**src/rtl/lsu_pkg.sv**
```systemverilog
// Shared definitions for the MEM-stage load/store unit: funct3 codes,
// FSM states, byte-enable patterns and request decode helpers.
package lsu_pkg;

    localparam logic [2:0] F3_B  = 3'd0;
    localparam logic [2:0] F3_H  = 3'd1;
    localparam logic [2:0] F3_W  = 3'd2;
    localparam logic [2:0] F3_BU = 3'd4;
    localparam logic [2:0] F3_HU = 3'd5;

    localparam logic [3:0] BE_BYTE    = 4'b0001;
    localparam logic [3:0] BE_HALF_LO = 4'b0011;
    localparam logic [3:0] BE_HALF_HI = 4'b1100;
    localparam logic [3:0] BE_WORD    = 4'b1111;

    typedef enum logic [2:0] {IDLE, ACCESS, CAPTURE, RESP, DONE, ERR} state_t;

    // Illegal funct3 for the direction, or an address not aligned to the access size.
    function automatic logic req_bad(input logic we, input logic [2:0] f3, input logic [1:0] a);
        logic bad;
        case (f3)
            F3_B:    bad = 1'b0;
            F3_H:    bad = a[0];
            F3_W:    bad = |a;
            F3_BU:   bad = we;
            F3_HU:   bad = we | a[0];
            default: bad = 1'b1;
        endcase
        return bad;
    endfunction

    // Byte lanes touched by the access; only the size bits of funct3 matter.
    function automatic logic [3:0] byte_en(input logic [2:0] f3, input logic [1:0] a);
        logic [3:0] be;
        case (f3[1:0])
            2'd0:    be = BE_BYTE << a;
            2'd1:    be = a[1] ? BE_HALF_HI : BE_HALF_LO;
            default: be = BE_WORD;
        endcase
        return be;
    endfunction

endpackage

```
**src/rtl/lsu_mem_stage_load_align.sv**
```systemverilog
// Load data lane extraction: shifts the addressed lane down to bit 0 and
// sign- or zero-extends it according to funct3.
module lsu_load_align
    import lsu_pkg::*;
#(
    parameter int DATA_WIDTH = 32
) (
    input  logic [DATA_WIDTH-1:0] word,
    input  logic [1:0]            addr_lo,
    input  logic [2:0]            funct3,
    output logic [DATA_WIDTH-1:0] data
);

    logic [DATA_WIDTH-1:0] shifted;

    // Lane shift followed by width-dependent extension.
    always_comb begin
        shifted = word >> {addr_lo, 3'b000};
        case (funct3)
            F3_B:    data = {{24{shifted[7]}}, shifted[7:0]};
            F3_BU:   data = {24'd0, shifted[7:0]};
            F3_H:    data = {{16{shifted[15]}}, shifted[15:0]};
            F3_HU:   data = {16'd0, shifted[15:0]};
            default: data = shifted;
        endcase
    end

endmodule

```
**src/rtl/lsu_mem_stage.sv**
```systemverilog
// MEM-stage load/store unit: accepts one request at a time, drives the
// byte-enabled data memory for one cycle, waits out its read latency and
// returns a single response pulse.
// Optional performance counters are built when LSU_PERF_CNT_EN is defined.
module lsu_mem_stage
    import lsu_pkg::*;
#(
    parameter int DATA_WIDTH = 32,
    parameter int ADDR_WIDTH = 32,
    parameter int CNT_WIDTH  = 16
) (
    input  logic                  clk,
    input  logic                  rst_n,
    input  logic                  req_valid,
    output logic                  req_ready,
    input  logic                  req_we,
    input  logic [2:0]            req_funct3,
    input  logic [ADDR_WIDTH-1:0] req_addr,
    input  logic [DATA_WIDTH-1:0] req_wdata,
    output logic                  resp_valid,
    output logic [DATA_WIDTH-1:0] resp_rdata,
    output logic                  resp_err,
    output logic                  mem_rd,
    output logic                  mem_wr,
    output logic [ADDR_WIDTH-1:0] mem_addr,
    output logic [DATA_WIDTH-1:0] mem_wdata,
    output logic [3:0]            mem_be,
    input  logic [DATA_WIDTH-1:0] mem_rdata
`ifdef LSU_PERF_CNT_EN
    ,
    output logic [CNT_WIDTH-1:0]  perf_ld_cnt,
    output logic [CNT_WIDTH-1:0]  perf_st_cnt,
    output logic [CNT_WIDTH-1:0]  perf_err_cnt
`endif
);

    state_t                state_reg, state_next;
    logic                  we_reg;
    logic [2:0]            f3_reg;
    logic [ADDR_WIDTH-1:0] addr_reg;
    logic [DATA_WIDTH-1:0] wdata_reg;
    logic [3:0]            be_reg;
    logic [DATA_WIDTH-1:0] rdata_reg;
    logic [DATA_WIDTH-1:0] align_data;

    // CNT_WIDTH only sizes the optional counters; referenced here so every build elaborates it.
    if (CNT_WIDTH < 1) begin : g_cnt_width_unused
    end

    lsu_load_align #(.DATA_WIDTH(DATA_WIDTH)) u_align (
        .word    (mem_rdata),
        .addr_lo (addr_reg[1:0]),
        .funct3  (f3_reg),
        .data    (align_data)
    );

    // State register.
    always_ff @(posedge clk or negedge rst_n) begin
        if (!rst_n) state_reg <= IDLE;
        else        state_reg <= state_next;
    end

    // Request capture at accept and load result capture in CAPTURE.
    always_ff @(posedge clk or negedge rst_n) begin
        if (!rst_n) begin
            we_reg    <= 1'b0;
            f3_reg    <= 3'd0;
            addr_reg  <= '0;
            wdata_reg <= '0;
            be_reg    <= 4'd0;
            rdata_reg <= '0;
        end else begin
            if (req_valid && req_ready) begin
                we_reg    <= req_we;
                f3_reg    <= req_funct3;
                addr_reg  <= req_addr;
                wdata_reg <= req_wdata;
                be_reg    <= byte_en(req_funct3, req_addr[1:0]);
            end
            if (state_reg == CAPTURE) rdata_reg <= align_data;
        end
    end

    // Next-state and output decode; memory signals are live only in ACCESS.
    always_comb begin
        state_next = state_reg;
        req_ready  = 1'b0;
        resp_valid = 1'b0;
        resp_rdata = '0;
        resp_err   = 1'b0;
        mem_rd     = 1'b0;
        mem_wr     = 1'b0;
        mem_addr   = '0;
        mem_wdata  = '0;
        mem_be     = 4'd0;
        case (state_reg)
            IDLE: begin
                req_ready = 1'b1;
                if (req_valid)
                    state_next = req_bad(req_we, req_funct3, req_addr[1:0]) ? ERR : ACCESS;
            end
            ACCESS: begin
                mem_rd     = !we_reg;
                mem_wr     = we_reg;
                mem_addr   = addr_reg;
                mem_wdata  = wdata_reg;
                mem_be     = be_reg;
                state_next = we_reg ? DONE : CAPTURE;
            end
            CAPTURE: state_next = RESP;
            RESP: begin
                resp_valid = 1'b1;
                resp_rdata = rdata_reg;
                state_next = IDLE;
            end
            DONE: begin
                resp_valid = 1'b1;
                state_next = IDLE;
            end
            ERR: begin
                resp_valid = 1'b1;
                resp_err   = 1'b1;
                state_next = IDLE;
            end
            default: state_next = IDLE;
        endcase
    end

`ifdef LSU_PERF_CNT_EN
    // Saturating completion counters, one per response kind.
    always_ff @(posedge clk or negedge rst_n) begin
        if (!rst_n) begin
            perf_ld_cnt  <= '0;
            perf_st_cnt  <= '0;
            perf_err_cnt <= '0;
        end else begin
            if (state_reg == RESP && !(&perf_ld_cnt))  perf_ld_cnt  <= perf_ld_cnt + 1'b1;
            if (state_reg == DONE && !(&perf_st_cnt))  perf_st_cnt  <= perf_st_cnt + 1'b1;
            if (state_reg == ERR  && !(&perf_err_cnt)) perf_err_cnt <= perf_err_cnt + 1'b1;
        end
    end
`endif

endmodule

```
**config.mk**
```make
export PLATFORM = sky130hd
export DESIGN_NAME = lsu_mem_stage
export DESIGN_NICKNAME = d
export VERILOG_FILES = /design/src/rtl/lsu_pkg.sv /design/src/rtl/lsu_mem_stage_load_align.sv /design/src/rtl/lsu_mem_stage.sv
export SDC_FILE = /design/constraint.sdc
export NUM_CORES = 1
export LEC_CHECK = 0
export CORE_UTILIZATION = 47
export DETAILED_ROUTE_END_ITERATION = 10
export GPL_TIMING_DRIVEN = 0
export PLACE_DENSITY = 0.93
export SYNTH_ARGS = -nofsm -noshare
export SYNTH_HDL_FRONTEND = slang
export SYNTH_SLANG_ARGS = --single-unit
```
**constraint.sdc**
```tcl
create_clock -name clk -period 4.2 [get_ports clk]
set_input_delay 0.63 -clock clk [delete_from_list [all_inputs] [get_ports clk]]
set_output_delay 0.63 -clock clk [all_outputs]
set_load 0.05 [all_outputs]
```
Word-level counts from Yosys, hierarchy flattened
Cells that the tools add are included.
{"block": "word_totals", "ff_bits": 107, "latch_bits": 0, "ram_bits": 0, "romBits": 0, "input_bits": 103, "out_inout_bits": 105, "wordCells": 51, "memories": 0}
{"block": "classes", "addsub": 0, "multipliers": 0, "div_mod_pow": 0, "order_cmp": 0, "eq_ne": 14, "shifts": 2, "muxes": 19, "bitwise_logic": 1, "n_reduce_logical": 8}
{"cell": "$pmux 32 s4", "n": 1}
{"cell": "$mux 32", "n": 3}
{"cell": "$shr 32x5->32", "n": 1}
{"cell": "$eq 3x3->1 const B", "n": 6}
{"cell": "$eq 3x1->1 const B", "n": 3}
{"cell": "$eq 3x2->1 const B", "n": 3}
{"cell": "$logic_not 3->1", "n": 3}
{"cell": "$mux 3", "n": 3}
{"cell": "$pmux 3 s3", "n": 1}
{"cell": "$mux 4", "n": 2}
{"cell": "$pmux 4 s2", "n": 1}
{"cell": "$mux 1", "n": 7}
{"cell": "$pmux 1 s5", "n": 1}
{"cell": "$shl 1x2->4 const A", "n": 1}
{"cell": "$reduce_or 3->1", "n": 1}
{"cell": "$eq 2x1->1 const B", "n": 1}
{"cell": "$logic_not 2->1", "n": 1}
{"cell": "$ne 2x2->1 const B", "n": 1}
{"cell": "$reduce_or 2->1", "n": 1}
{"cell": "$logic_and 1x1->1", "n": 1}
{"cell": "$logic_not 1->1", "n": 1}
{"cell": "$or 1x1->1", "n": 1}

Longest topological paths before layout
{"block": "logic_depth", "word_depth": 7, "mapped_depth": 8, "ltp_nobuf": 4}

Hierarchy
From an unflattened synthesis, not the netlist that was laid out.
{"block": "hier_totals", "hier_cells": 471, "area_unflattened_um2": 5472.7}
{"mod": "lsu_mem_stage", "n_inst": 1, "cells_each": 364, "area_each_um2": 4778.3, "seq_area_each_um2": 2677.6}
{"mod": "lsu_load_align", "n_inst": 1, "cells_each": 107, "area_each_um2": 694.4, "seq_area_each_um2": 0.0}

Worst setup path before layout
Ideal clock, no wire load.
{"block": "synth_timing", "kind": "register -> register", "from": "register state_reg[1]", "to": "register addr_reg[31]", "setup_ps": 125, "arrival_time_ps": 2806, "required_ps": 4075, "path_slack_ps": 1269, "path_stages_with_launch": 8, "n_path_buf": 4, "period_less_slack_ps": 2931, "cell_sequence": "dfrtp_1 > clkbuf_1 > nor3_1 > and2_1 > clkbuf_1 > buf_2 > buf_2 > mux2_2"}
{"block": "synth_via", "elab_chain_cells": 3}
{"item": "start: declaration", "line": "lsu_mem_stage.sv:37", "text": "state_t state_reg, state_next;"}
{"item": "start signal: assignment", "line": "lsu_mem_stage.sv:60", "text": "else state_reg <= state_next;"}
{"item": "$logic_not 3->1", "line": "lsu_mem_stage.sv:96", "text": "case (state_reg)"}
{"item": "$mux 1", "line": "lsu_mem_stage.sv:96"}
{"item": "named net req_ready", "line": "lsu_mem_stage.sv:15", "text": "output logic req_ready,"}
{"item": "$logic_and 1x1->1", "line": "lsu_mem_stage.sv:73", "text": "if (req_valid && req_ready) begin"}
{"item": "end signal: assignment", "line": "lsu_mem_stage.sv:76", "text": "addr_reg <= req_addr;"}
{"item": "end: declaration", "line": "lsu_mem_stage.sv:40", "text": "logic [ADDR_WIDTH-1:0] addr_reg;"}
The timed path passes the listed nets, and every way through them passes these cells.
A chain may end at the register's enable or synchronous reset.

Final worst setup path
{"block": "layout_timing", "from": "register state_reg[1]", "to": "output port resp_rdata[2]"}
{"block": "layout_via", "elab_chain_cells": 2}
{"item": "$eq 3x2->1", "line": "lsu_mem_stage.sv:96"}
{"item": "$mux 32", "line": "lsu_mem_stage.sv:96"}
{"item": "end: declaration", "line": "lsu_mem_stage.sv:21", "text": "output logic [DATA_WIDTH-1:0] resp_rdata,"}
Every way passes these cells.

==> reports/metrics.csv <==
stage;metric;value;unit
status;outcome;finished clean;
critical_path;CP top delay family;buffers and inverters;
sta;Rel. slew slack;39.8;%
power_and_ir_drop;VDD IR max;0.417;mV
detailed_routing;total wire length;14500;um
detailed_routing;detailed-router iteration count before antenna repair;5;
critical_path;worst reg2reg path depth;7;
logic_synthesis;Mapped Nets;580;
logic_synthesis;Mapped Cells;477;
layout;nets@finish;799;
clock_network;Max H-tree Level;3;
sta;Worst Skew;0.0144;ns
floorplanning;Chip Width;108;um
layout;non-filler instance count after layout;841;
detailed_routing;vias;4458;
critical_path;Crit path required time;3.57;ns
detailed_routing;Final ANT Viol Nets;0;
sta;Setup violations, final;0;
critical_path;worst path cell trace;clkbuf_1 -> inv_1 -> nor3b_1 -> clkbuf_1 -> and2_1 -> clkdlybuf4s50_1;
logic_synthesis;Yosys top cell area share;50.8;%
sta;unrepaired setup endpoints after global routing;no;
logic_synthesis;mean post-synth cell area;11.0;um^2
clock_network;CTS Buf Count;9;
global_route;total global routing overflow;0;
global_route;initial antenna violation count;0;
critical_path;CP Capture Type;primary output;
logic_synthesis;Main synth FF type;dfrtp_1;
place;post-DP HPWL;11200;um
critical_path;r2r startpoint;state_reg[1];
detailed_routing;# DRC;0;
floorplanning;io pins;208;
clock_network;root buffer cell;clkbuf_8;
logic_synthesis;Synth Cell Area;5270;um^2
layout;area occupied by registers;2680;um^2
critical_path;r2r setup slk;1.76;ns
sta;Final Max Slew Viols;0;
floorplanning;Rows;38;
floorplanning;Core Area;10900;um^2
layout;layout cell share with drive strength beyond 1;15.3;%
place;# port buffers;207;
clock_network;CTS tree;yes;
sta;max frequency;0.266;GHz
clock_network;cts hold-fix bufs;0;
detailed_routing;WL/cell;17.2;um
logic_synthesis;number of synthesized flops with an enable pin;0;
clock_network;clock buffer depth;2;
power_and_ir_drop;Total Power;5760;uW
global_route;largest net degree at the start of global routing;61;
layout;FILL cells;822;
critical_path;Worst path max stage delay;0.82;ns
logic_synthesis;top post-synthesis cells by area;dfrtp_1 51%, mux2_2 16%, and2_1 13%;
place;GP Congestion;0.922;
global_route;GRT Overall Usage;25.7;%
power_and_ir_drop;Pwr Density;744;nW/um^2
logic_synthesis;Seq/Total Area, Yosys;50.8;%
critical_path;Critical R2R Capture;wdata_reg[4];
critical_path;most frequent CP cell;clkbuf_1;
critical_path;critical path class;flip-flop to primary output;
detailed_routing;mean number of vias per cell;5.30;
logic_synthesis;synthesized flop and latch total;107;
critical_path;CP bufs+invs;4;
global_route;first-pass GRT wire length;22500;um
layout;area grow syn2layout;46.9;%
layout;diode count;0;
sta;Hold Fails Final Rpt;0;
critical_path;Worst Setup Start Kind;flip-flop;
logic_synthesis;list of most frequent post-synthesis cells;109 x and2_1, 107 x dfrtp_1, 76 x mux2_2, 28 x nor2_1, 22 x clkbuf_1;
run;Max Cap Violations;0;
critical_path;crit path from;state_reg[1];
logic_synthesis;post-synthesis cell type count;32;
global_route;vias in the first global route;4541;
clock_network;worst-skew pair later-pin latency;0.37;ns
power_and_ir_drop;Leakage Power;0.00321;uW
floorplanning;die area;11600;um^2
critical_path;Crit path arrival time;3.13;ns
hold_path;Hold WC Path Type;primary input to async pin;
critical_path;CP max FO;10;
sta;worst slew pin tran;0.895;ns
floorplanning;die height;108;um
sta;post-route setup TNS;0;ns
layout;area taken by multi-input logic gates;2450;um^2
sta;period utilisation layout;89.5;%
place;dpl cells;825;
layout;utilization after layout;71.1;%
logic_synthesis;YS warnings;0;
logic_synthesis;largest area contributor in the netlist;dfrtp_1;
sta;post-layout min period;3.76;ns
logic_synthesis;most common cell in the netlist;and2_1;
logic_synthesis;asr flop ratio synth;100;%
sta;hold_ws;0.266;ns
critical_path;slowest CP cell;clkdlybuf4s50_1;
clock_network;clock slew at reported path FFs;0.11;ns
clock_network;number of clock sinks;107;
floorplanning;Initial Utilization;48.4;%
detailed_routing;number of DRC markers in iteration 0;201;
## cell type report
class / instances / share of cell area, %
Buffer: 33 / 1.84
Multi-Input combinational cell: 335 / 31.6
Clock buffer: 10 / 1.65
Clock inverter: 6 / 0.841
Inverter: 2 / 0.0970
Sequential cell: 107 / 34.6
Timing Repair Buffer: 208 / 27.1
Tap cell: 140 / 2.26
## through the flow
stage | area, um^2 | worst slack [ns]
floorplan | 5270 | 1.27
global placement | 7520 | -1.31
detailed placement | 7540 | 0.558
CTS | 7730 | 0.0477
global route | 7740 | 0.177
finish | 7740 | 0.443
## timing repair
item,4_1_cts,5_1_grt
buffers inserted,0,0
gates resized for setup,0,1
endpoints found under the setup margin,0,20
## power by group
part / switching (uW) / internal (uW) / total, uW
Combinational: 1960 / 1360 / 3320
Clock: 349 / 277 / 627
Sequential: 266 / 1540 / 1810
Total: 2580 / 3180 / 5760
## cell usage in the layout, fill, tap and decap left out, types with 2 or more instances in the layout
cell type        netlist  layout
clkdlybuf4s50_1        0     206
and2_1               109     109
dfrtp_1              107     107
mux2_2                76      76
nor2_1                28      28
clkbuf_1              22      23
nand2_1               19      19
a21oi_1               17      17
mux2i_1               17      17
o21ai_0               16      16
nand3_1               14      14
buf_2                  9       9
a221o_1                9       9
clkbuf_8               0       9
nand2b_1               5       5
nor3_1                 4       4
nor2b_1                3       3
a31oi_1                3       3
inv_1                  2       2
o21a_1                 2       2
clkinv_2               0       2
## worst register-to-register path, delay by kind of cell, from the launching register on
kind | cells | cell delay (ns)
buffers and inverters | 4 | 1.02
AND/OR/NAND/NOR | 2 | 0.56
multiplexers | 1 | 0.38
flip-flops | 1 | 0.37
## worst max path at each step
stage | end | cells after the start
2_1_floorplan | addr_reg[31] | 7
5_1_grt | mem_addr[12] | 6
3_3_place_gp | addr_reg[15] | 1
6_report | resp_rdata[2] | 6
3_5_place_dp | mem_addr[15] | 6
4_1_cts | mem_addr[15] | 6
## kinds of logic (layout without fill, tap and decap cells)
| logic type | count (synthesis) | in the layout | share of synthesized area [%] |
|---|---|---|---|
| AO/OA/AOI/OAI | 53 | 53 | 6.43 |
| buffers and inverters | 35 | 259 | 2.85 |
| flip-flops | 107 | 107 | 50.8 |
| multiplexers | 94 | 94 | 19.9 |
| AND/OR/NAND/NOR | 188 | 188 | 20.0 |
## routing by layer
metal | wire (um) | vias up | track usage, %
met5 | 0 | - | 0
met4 | 246 | 0 | 8.81
met3 | 1130 | 21 | 5.51
met2 | 7570 | 218 | 46.8
met1 | 5520 | 2148 | 29.5
li1 | - | 2071 | -
(Power assumes the default switching activity.)
